<file path="src/rtl/fir_ctrl_pkg.sv">
// Shared types and helpers for the FIR MAC sequencer.
package fir_ctrl_pkg;

    // Controller states; FLUSH is the reset state.
    typedef enum logic [2:0] {
        StFlush,
        StIdle,
        StLoad,
        StRun,
        StDrain,
        StHold
    } fir_ctrl_state_t;

    localparam int unsigned DEF_TAPS  = 80;
    localparam int unsigned DEF_LANES = 4;
    localparam int unsigned DEF_BEATS = DEF_TAPS / DEF_LANES;

    // Address width for a TAPS-deep delay line.
    function automatic int unsigned calc_aw(input int unsigned taps);
        return $clog2(taps);
    endfunction

    // Number of MAC beats per output sample.
    function automatic int unsigned calc_beats(input int unsigned taps, input int unsigned lanes);
        return taps / lanes;
    endfunction

    // Counter width that stays at least one bit wide.
    function automatic int unsigned cnt_width(input int unsigned n);
        return (n > 1) ? $clog2(n) : 1;
    endfunction

    // (a - b) mod m for a < m and b < m: a single conditional add of m, no divider.
    function automatic int unsigned mod_sub(input int unsigned a, input int unsigned b,
                                            input int unsigned m);
        int d;
        d = int'(a) - int'(b);
        if (d < 0) begin
            d = d + int'(m);
        end
        return unsigned'(d);
    endfunction

endpackage

</file>
<file path="src/rtl/fir_sched_ctrl_addr_gen.sv">
// Per-lane circular delay-line read-address generator (module fir_addr_gen).
// Lane k of beat b reads (base - (LANES*b + k)) mod TAPS.
module fir_addr_gen
    import fir_ctrl_pkg::*;
#(
    parameter int unsigned TAPS  = DEF_TAPS,
    parameter int unsigned LANES = DEF_LANES,
    parameter int unsigned AW    = calc_aw(DEF_TAPS),
    parameter int unsigned BW    = cnt_width(DEF_BEATS)
) (
    input  logic [AW-1:0]       base,
    input  logic [BW-1:0]       beat,
    output logic [LANES*AW-1:0] raddr
);

    // One wrapped address per lane, newest sample first.
    always_comb begin
        raddr = '0;
        for (int k = 0; k < int'(LANES); k++) begin
            raddr[k*AW +: AW] = AW'(mod_sub(32'(base), LANES * 32'(beat) + 32'(k), TAPS));
        end
    end

endmodule

</file>
<file path="src/rtl/fir_sched_ctrl.sv">
// Sequencer for the 4-lane FIR MAC datapath: delay-line flush, sample load, beat issue,
// result capture and host coefficient writes.
// Optional feature: define FIR_CTRL_DBL_BANK_EN for double-buffered coefficient banks.
module fir_sched_ctrl
    import fir_ctrl_pkg::*;
#(
    parameter int unsigned TAPS  = 80,
    parameter int unsigned LANES = 4,
    parameter int unsigned DW    = 8,
    parameter int unsigned CW    = 8,
    parameter int unsigned PIPE  = 2,
    localparam int unsigned AW   = calc_aw(TAPS)
) (
    input  logic                 clk,
    input  logic                 rst_n,
    input  logic                 in_valid,
    output logic                 in_ready,
    input  logic signed [DW-1:0] in_data,
    output logic                 out_valid,
    input  logic                 out_ready,
    output logic signed [DW-1:0] out_data,
    output logic                 dl_we,
    output logic [AW-1:0]        dl_waddr,
    output logic signed [DW-1:0] dl_wdata,
    output logic [LANES*AW-1:0]  dl_raddr,
    output logic [AW-1:0]        coef_raddr,
    output logic                 coef_bank,
    output logic                 mac_en,
    output logic                 mac_clr,
    output logic                 mac_last,
    input  logic signed [DW-1:0] res_in,
    input  logic                 cfg_we,
    input  logic [AW-1:0]        cfg_addr,
    input  logic signed [CW-1:0] cfg_wdata,
    input  logic                 cfg_swap,
    output logic                 cfg_ready,
    output logic                 coef_we,
    output logic [AW:0]          coef_waddr,
    output logic signed [CW-1:0] coef_wdata,
    output logic                 busy
);

    localparam int unsigned BEATS = calc_beats(TAPS, LANES);
    localparam int unsigned BW    = cnt_width(BEATS);
    localparam int unsigned PW    = cnt_width(PIPE);

    fir_ctrl_state_t state;
    logic [AW:0]     fcnt;
    logic [AW-1:0]   wptr;
    logic [AW-1:0]   base;
    logic [BW-1:0]   beat;
    logic [PW-1:0]   dcnt;
    logic            accept;
    logic            bank_sel;

    // Handshake/status flags derive only from the state register.
    assign in_ready = (state == StIdle);
    assign busy     = (state != StIdle);
    assign accept   = (state == StIdle) && in_valid;

    fir_addr_gen #(
        .TAPS  (TAPS),
        .LANES (LANES),
        .AW    (AW),
        .BW    (BW)
    ) u_addr_gen (
        .base  (base),
        .beat  (beat),
        .raddr (dl_raddr)
    );

    // Main sequencer with registered strobes.
    always_ff @(posedge clk or negedge rst_n) begin
        if (!rst_n) begin
            state      <= StFlush;
            fcnt       <= '0;
            wptr       <= '0;
            base       <= '0;
            beat       <= '0;
            dcnt       <= '0;
            dl_we      <= 1'b0;
            dl_waddr   <= '0;
            dl_wdata   <= '0;
            mac_en     <= 1'b0;
            mac_clr    <= 1'b0;
            mac_last   <= 1'b0;
            coef_raddr <= '0;
            out_valid  <= 1'b0;
            out_data   <= '0;
        end else begin
            case (state)
                StFlush: begin
                    if (fcnt < (AW+1)'(TAPS)) begin
                        dl_we    <= 1'b1;
                        dl_waddr <= AW'(fcnt);
                        dl_wdata <= '0;
                        fcnt     <= fcnt + (AW+1)'(1);
                    end else begin
                        dl_we <= 1'b0;
                        state <= StIdle;
                    end
                end
                StIdle: begin
                    if (in_valid) begin
                        // The write strobe issued here is the LOAD-cycle delay-line write.
                        dl_we    <= 1'b1;
                        dl_waddr <= wptr;
                        dl_wdata <= in_data;
                        base     <= wptr;
                        wptr     <= (wptr == AW'(TAPS - 1)) ? '0 : wptr + AW'(1);
                        state    <= StLoad;
                    end
                end
                StLoad: begin
                    dl_we      <= 1'b0;
                    mac_en     <= 1'b1;
                    mac_clr    <= 1'b1;
                    mac_last   <= (BEATS == 1);
                    beat       <= '0;
                    coef_raddr <= '0;
                    state      <= StRun;
                end
                StRun: begin
                    mac_clr <= 1'b0;
                    if (beat == BW'(BEATS - 1)) begin
                        mac_en   <= 1'b0;
                        mac_last <= 1'b0;
                        dcnt     <= '0;
                        state    <= StDrain;
                    end else begin
                        beat       <= beat + BW'(1);
                        mac_last   <= (beat == BW'(BEATS - 2));
                        coef_raddr <= coef_raddr + AW'(LANES);
                    end
                end
                StDrain: begin
                    if (dcnt == PW'(PIPE - 1)) begin
                        out_data  <= res_in;
                        out_valid <= 1'b1;
                        state     <= StHold;
                    end else begin
                        dcnt <= dcnt + PW'(1);
                    end
                end
                StHold: begin
                    if (out_ready) begin
                        out_valid <= 1'b0;
                        state     <= StIdle;
                    end
                end
                default: state <= StFlush;
            endcase
        end
    end

`ifdef FIR_CTRL_DBL_BANK_EN
    logic swap_pending;

    assign cfg_ready = (state != StFlush);
    // Host writes always land in the bank the datapath is not reading.
    assign bank_sel  = ~coef_bank;

    // Bank swaps only take effect on an accept so one sample never straddles banks.
    always_ff @(posedge clk or negedge rst_n) begin
        if (!rst_n) begin
            coef_bank    <= 1'b0;
            swap_pending <= 1'b0;
        end else if (accept) begin
            coef_bank    <= coef_bank ^ swap_pending;
            swap_pending <= cfg_swap;
        end else begin
            swap_pending <= swap_pending | cfg_swap;
        end
    end
`else
    logic unused_cfg;

    assign cfg_ready  = (state == StIdle);
    assign bank_sel   = 1'b0;
    assign coef_bank  = 1'b0;
    assign unused_cfg = cfg_swap ^ accept;
`endif

    // Host coefficient write port; out-of-range addresses are dropped.
    always_ff @(posedge clk or negedge rst_n) begin
        if (!rst_n) begin
            coef_we    <= 1'b0;
            coef_waddr <= '0;
            coef_wdata <= '0;
        end else begin
            coef_we <= cfg_we && cfg_ready && ({1'b0, cfg_addr} < (AW+1)'(TAPS));
            if (cfg_we && cfg_ready) begin
                coef_waddr <= {bank_sel, cfg_addr};
                coef_wdata <= cfg_wdata;
            end
        end
    end

endmodule
</file>
<file path="config.mk">
export PLATFORM = sky130hd
export DESIGN_NAME = fir_sched_ctrl
export DESIGN_NICKNAME = d
export VERILOG_FILES = /design/src/rtl/fir_ctrl_pkg.sv /design/src/rtl/fir_sched_ctrl_addr_gen.sv /design/src/rtl/fir_sched_ctrl.sv
export SDC_FILE = /design/constraint.sdc
export NUM_CORES = 1
export LEC_CHECK = 0
export ABC_CLOCK_PERIOD_IN_PS = 3500
export CAP_MARGIN = 15
export CORE_ASPECT_RATIO = 0.6
export CORE_MARGIN = 3
export CORE_UTILIZATION = 50
export CTS_BUF_LIST = sky130_fd_sc_hd__clkbuf_4
export CTS_CLUSTER_DIAMETER = 120
export DETAILED_ROUTE_END_ITERATION = 16
export MAX_ROUTING_LAYER = met4
export PLACE_DENSITY_LB_ADDON = 0.15
export SETUP_SLACK_MARGIN = 0.05
export SLEW_MARGIN = 15
export SYNTH_ARGS = -nofsm -noshare
export SYNTH_HDL_FRONTEND = slang
export SYNTH_SLANG_ARGS = --single-unit
</file>
<file path="constraint.sdc">
create_clock -name clk -period 3.5 [get_ports clk]
set_input_delay 0.525 -clock clk [delete_from_list [all_inputs] [get_ports clk]]
set_output_delay 0.525 -clock clk [all_outputs]
set_load 0.01 [all_outputs]
</file>
# Word level (Yosys, flattened, before mapping)
# Index checks and enable logic that the tools add are counted.
dict set report word_totals {
  register_bits 82
  inputBits 37
  output_inout_bits 84
  elab_cells 108
}
dict set report classes {
  n_addsub 16
  order_cmp 6
  n_eq_ne 16
  mux 34
  n_reduce_logical 18
}
# operator count
set op_table {}
lappend op_table {{less-than comparator 32 x 1 -> 1 bit (second input constant)} 3}
lappend op_table {{two-way mux 7 bit} 8}
lappend op_table {{adder 7 bit (second input constant)} 4}
lappend op_table {{case mux 7 bit (2 select lines)} 2}
lappend op_table {{subtractor 7 x 8 -> 9 bit} 3}
lappend op_table {{case mux 3 bit (6 select lines)} 1}
lappend op_table {{adder 7 x 2 -> 8 bit (second input constant)} 2}
lappend op_table {{two-way mux 8 bit} 2}
lappend op_table {{case mux 8 bit (2 select lines)} 1}
lappend op_table {{two-way mux 3 bit} 5}
lappend op_table {{!= test 2 bit (second input constant)} 7}
lappend op_table {{AND reduction 2 bit} 7}
lappend op_table {{equality test 5 bit (second input constant)} 2}
lappend op_table {{case mux 1 bit (2 select lines)} 5}
lappend op_table {{case mux 5 bit (2 select lines)} 1}
lappend op_table {{adder 7 x 1 -> 8 bit (second input constant)} 1}
lappend op_table {{adder 8 x 1 -> 8 bit (second input constant)} 1}
lappend op_table {{less-than comparator 8 x 1 -> 1 bit (second input constant)} 1}
lappend op_table {{less-than comparator 8 x 7 -> 1 bit (second input constant)} 1}
lappend op_table {{nonzero test 2 bit} 4}
lappend op_table {{subtractor 7 x 7 -> 8 bit} 1}
lappend op_table {{adder 7 x 1 -> 7 bit (second input constant)} 1}
lappend op_table {{adder 7 x 3 -> 7 bit (second input constant)} 1}
lappend op_table {{equality test 7 bit (second input constant)} 1}
lappend op_table {{other kinds (15)} 25}

# Depth between registers and ports, before layout
dict set report depth {
  depth_word 4
  ltp_mapped 11
  depth_no_buf 10
}

# Modules after synthesis
# A second synthesis with hierarchy kept.
dict set report hier_totals {
  hier_cells 464
  area_unflattened_um2 4808.4
}
# mod n_inst cells_each area_per_inst_um2 seq_area_each_um2
set modules_own_cells {}
lappend modules_own_cells {fir_sched_ctrl 1 315 3726.1 2001.9}
lappend modules_own_cells {fir_addr_gen 1 149 1082.3 0.0}

# Worst setup path before layout
# OpenSTA, ideal clock, no wires.
dict set report synth_timing {
  path_type {flip-flop to output port}
  start {reg base[2]}
  end {out dl_raddr[13]}
  t_arrival_ps 2577
  required_time_ps 2975
  path_slack_ps 398
  path_stages_with_launch 11
  n_path_buf 0
  cell_sequence {dfrtp_1 -> inv_1 -> ha_1 -> ha_1 -> a21oi_1 -> o31ai_1 -> xnor2_1 -> ha_1 -> or2_2 -> and3_1 -> o31ai_1}
}
dict set report synth_between {
  elab_chain_cells 3
  word_cells_on_any_way 4
  cone_classes {add/sub: 2; order compare: 1; mux: 1}
}
# element line_no
set synth_lines {}
lappend synth_lines {{from (decl)} fir_sched_ctrl.sv:50} ;# logic [AW-1:0] base;
lappend synth_lines {{from (signal assigned)} fir_sched_ctrl.sv:109} ;# base <= wptr;
lappend synth_lines {{subtractor 7 x 8 -> 9 bit *} fir_ctrl_pkg.sv:37} ;# d = int'(a) - int'(b);
lappend synth_lines {{less-than comparator 32 x 1 -> 1 bit or adder 7 bit (tied branches)} {fir_ctrl_pkg.sv:38, fir_ctrl_pkg.sv:39}}
lappend synth_lines {{two-way mux 7 bit *} fir_ctrl_pkg.sv:38} ;# if (d < 0) begin
lappend synth_lines {{to (decl)} fir_sched_ctrl.sv:25} ;# output logic [LANES*AW-1:0] dl_raddr,
# Mark *: on every way between the ends. The rest lies on a longest branch, timed or not.

# Final worst setup path
dict set report layout_timing {
  start {reg beat[0]}
  end {out dl_raddr[26]}
}
dict set report layout_between {
  elab_chain_cells 4
  word_cells_on_any_way 5
  cone_classes {add/sub: 3; order compare: 1; mux: 1}
}
# element line_no
set layout_lines {}
lappend layout_lines {{from (decl)} fir_sched_ctrl.sv:51} ;# logic [BW-1:0] beat;
lappend layout_lines {{from (signal assigned)} fir_sched_ctrl.sv:131} ;# beat <= beat + BW'(1);
lappend layout_lines {{adder 7 x 2 -> 8 bit *} fir_sched_ctrl_addr_gen.sv:20} ;# raddr[k*AW +: AW] = AW'(mod_sub(32'(base), LANES * 32'(beat) + 32'(k), TAPS));
lappend layout_lines {{subtractor 7 x 8 -> 9 bit *} fir_ctrl_pkg.sv:37}
lappend layout_lines {{less-than comparator 32 x 1 -> 1 bit or adder 7 bit (tied branches)} {fir_ctrl_pkg.sv:38, fir_ctrl_pkg.sv:39}}
lappend layout_lines {{two-way mux 7 bit *} fir_ctrl_pkg.sv:38}
# Marked as above.

==> summary.txt <==
Setup path
  – Critical-path cell list: ha_4, fa_2, inv_4, o21bai_4, a21oi_2, xnor2_2, ha_1, mux2_4, buf_6
  – Crit path capture type: primary output
  – Worst setup SP type: flip-flop
  – Crit-path max cell delay: 0.59 ns
  – Crit path required time: 2.97 ns
  – Class of the most critical setup path: flip-flop to primary output
  – Arrival time at the worst endpoint: 2.92 ns
  – Crit-path slowest cell: fa_2
  – CP max FO: 4
  – Top delay family on crit path: adder cells
  – Crit path buf inv count: 2

Routing
  – DR iter-0 viols: 277
  – DRC Markers: 0
  – Routed WL per cell: 17.4 um
  – Via/cell ratio: 5.49
  – TritonRoute pass-1 iters: 5
  – Antenna-violating nets left: 0
  – Via count: 3740
  – Post-Route WL: 11800 um

Clock network
  – CTS Buf Count: 9
  – CTS clk-pin slew, worst paths: 0.14 ns
  – # hold bufs at CTS: 0
  – Worst-Skew Late Latency: 0.45 ns
  – CTS max path bufs: 2
  – CTS Sinks: 80
  – TritonCTS clock tree: yes
  – CTS root buffer: clkbuf_4
  – H-tree depth: 3

Synth
  – Synthesis Warnings: 0
  – Synth Register Bits: 80
  – Synthesized area: 4470 sq um
  – Post-synth cell types: 49
  – Post-synthesis cell count: 439
  – Synth top area share: 0.447
  – Most area-consuming cells after synthesis: dfrtp_1 (45%), ha_1 (7.8%), mux2_2 (6.8%)
  – Area leader, netlist: dfrtp_1
  – Avg Cell Area, Syn: 10.2 sq um
  – Post-synthesis sequential area ratio: 0.447

Floorplanning
  – Area of the core: 8620 sq um
  – Die Y: 79.3 um
  – Rows: 26
  – Die span in x: 128 um
  – IO Pins: 121
  – Starting density of the core: 0.519
  – Die area: 10200 sq um

Worst hold path
  – HP Class: input pin to async pin

Layout
  – Non-Filler Instances: 681
  – Most frequent cells in the layout: clkdlybuf4s50_1 (103), dfrtp_1 (78), nand2_1 (43), o21ai_0 (32)
  – Layout Nets: 631
  – Commonest non-fill, non-tap cell in the layout: clkdlybuf4s50_1
  – Layout cells sized above 1: 0.220
  – # diodes: 0
  – Area grow syn2layout: 39.5%
  – Fillcell total: 602
  – Layout Utilization: 0.724

GRT
  – Initial antenna violation count: 0
  – All-Layer GR Usage: 0.238
  – Number of global-route vias before repair: 3659
  – Largest net degree at the start of global routing: 81
  – GRT Residual Overflow: 0
  – Global-route wire length before repair: 18300 um

Placement
  – PortBufs: 115
  – Detail Placement HPWL: 8270 um
  – Placed cell count: 655
  – Gpl congestion: 0.892

STA
  – Clk_skew: 0.0151 ns
  – RSZ-0062 raised after global routing: true
  – Setup Viol. Count Final: 0
  – Slew margin rel.: 0.337
  – Hold_ws: 0.194 ns
  – Tcrit/Tclk final: 0.985
  – Minimum clock period: 3.45 ns
  – Final Max Slew Viols: 0
  – Final Hold Fails: 0
  – Max Fclk: 0.290 GHz
  – Worst-margin pin slew: 0.995 ns

Job
  – Max Cap Violations: 0

Run status
  – Status: finished clean
logic make-up after synthesis:
| logic type | count (synthesis) | share of synthesized area |
|---|---|---|
| mux | 34 | 0.0836 |
| buf+inv | 57 | 0.0615 |
| other cells | 1 | 0.000838 |
| fa+ha+maj | 30 | 0.0872 |
| flops | 80 | 0.447 |
| simple gates | 118 | 0.137 |
| compound gates | 89 | 0.123 |
| xor+xnor | 30 | 0.0587 |
what timing repair did:
| action | in CTS | in global routing |
|---|---|---|
| endpoints found under the setup margin | 10 | 11 |
| setup buffers | 6 | 4 |
| pin swaps | 11 | 9 |
| gates resized for setup | 48 | 39 |
path summary, 6_finish.rpt:
check                      slack [ns]  startpoint       endpoint  cells after the start
min reg2reg                      0.40     fcnt[7]        fcnt[7]                      0
max                              0.05     beat[0]   dl_raddr[26]                      9
max reg2reg                      1.17    state[0]  coef_wdata[0]                      3
min                              0.19       rst_n         mac_en                      1
min in group clk                 0.40     fcnt[7]        fcnt[7]                      0
max in group asynchronous        2.61       rst_n        beat[2]                      1
state kept, by name, indices dropped and copies added (netlist names):
name	count
base	7
beat	5
mac_clr	1
dl_waddr	7
fcnt	8
dcnt	1
mac_en	1
mac_last	1
state	3
wptr	7
coef_waddr	7
out_data	8
coef_we	1
coef_raddr	5
dl_we	1
dl_wdata	8
out_valid	1
coef_wdata	8
Yosys cell counts, drive strengths merged:
| cell type | count |
|---|---|
| mux2 | 27 |
| or3 | 2 |
| o31a | 2 |
| or2 | 4 |
| clkbuf | 4 |
| a22o | 10 |
| and3 | 5 |
| nand3b | 1 |
| xnor2 | 24 |
| nor2 | 24 |
| dfrtp | 80 |
| mux2i | 7 |
| o21ai | 36 |
| a31o | 1 |
| nor3 | 3 |
| ha | 28 |
| conb | 1 |
| nand2b | 9 |
| a21o | 5 |
| o211ai | 1 |
| a221oi | 2 |
| nand2 | 43 |
| o22ai | 2 |
| o21a | 2 |
| xor2 | 6 |
| inv | 30 |
| nor3b | 3 |
| a211oi | 2 |
| o21bai | 2 |
| nor4 | 1 |
| and2 | 1 |
| buf | 23 |
| nand3 | 10 |
| fa | 2 |
| o31ai | 2 |
| a21oi | 22 |
| nor2b | 4 |
| nand4 | 5 |
| and4bb | 1 |
| nand4b | 2 |
layout make-up:
cell class / instances / area [sq um] / share of cell area
clock buffers: 9 / 67.6 / 0.0108
clock inverters: 7 / 95.1 / 0.0152
inverters: 30 / 115 / 0.0184
multi-input cells: 305 / 2490 / 0.399
flip-flops and latches: 80 / 2000 / 0.321
well taps: 112 / 140 / 0.0225
repair buffers: 138 / 1330 / 0.213
routing by layer:
metal	GRT usage	wire length, um	up-vias	part of all wire
met5	-	0	-	0
met4	0.0530	243	0	0.021
met3	0.0759	1000	25	0.085
met2	0.340	5220	177	0.44
met1	0.333	5370	1803	0.45
li1	-	-	1735	-
per-stage QoR:
stage | area (sq um) | worst slack, ns | setup TNS, ns
after floorplan | 4490 | 0.398 | 0
after global placement | 5710 | 0.0640 | 0
after detailed placement | 5710 | -0.0256 | -0.0256
after CTS | 6010 | 0.0181 | 0
after global routing | 6240 | -0.0782 | -0.199
final | 6240 | 0.0517 | 0
Power is not shown: default switching activity piles up to over one toggle a cycle in this logic, so the estimate is an artifact.
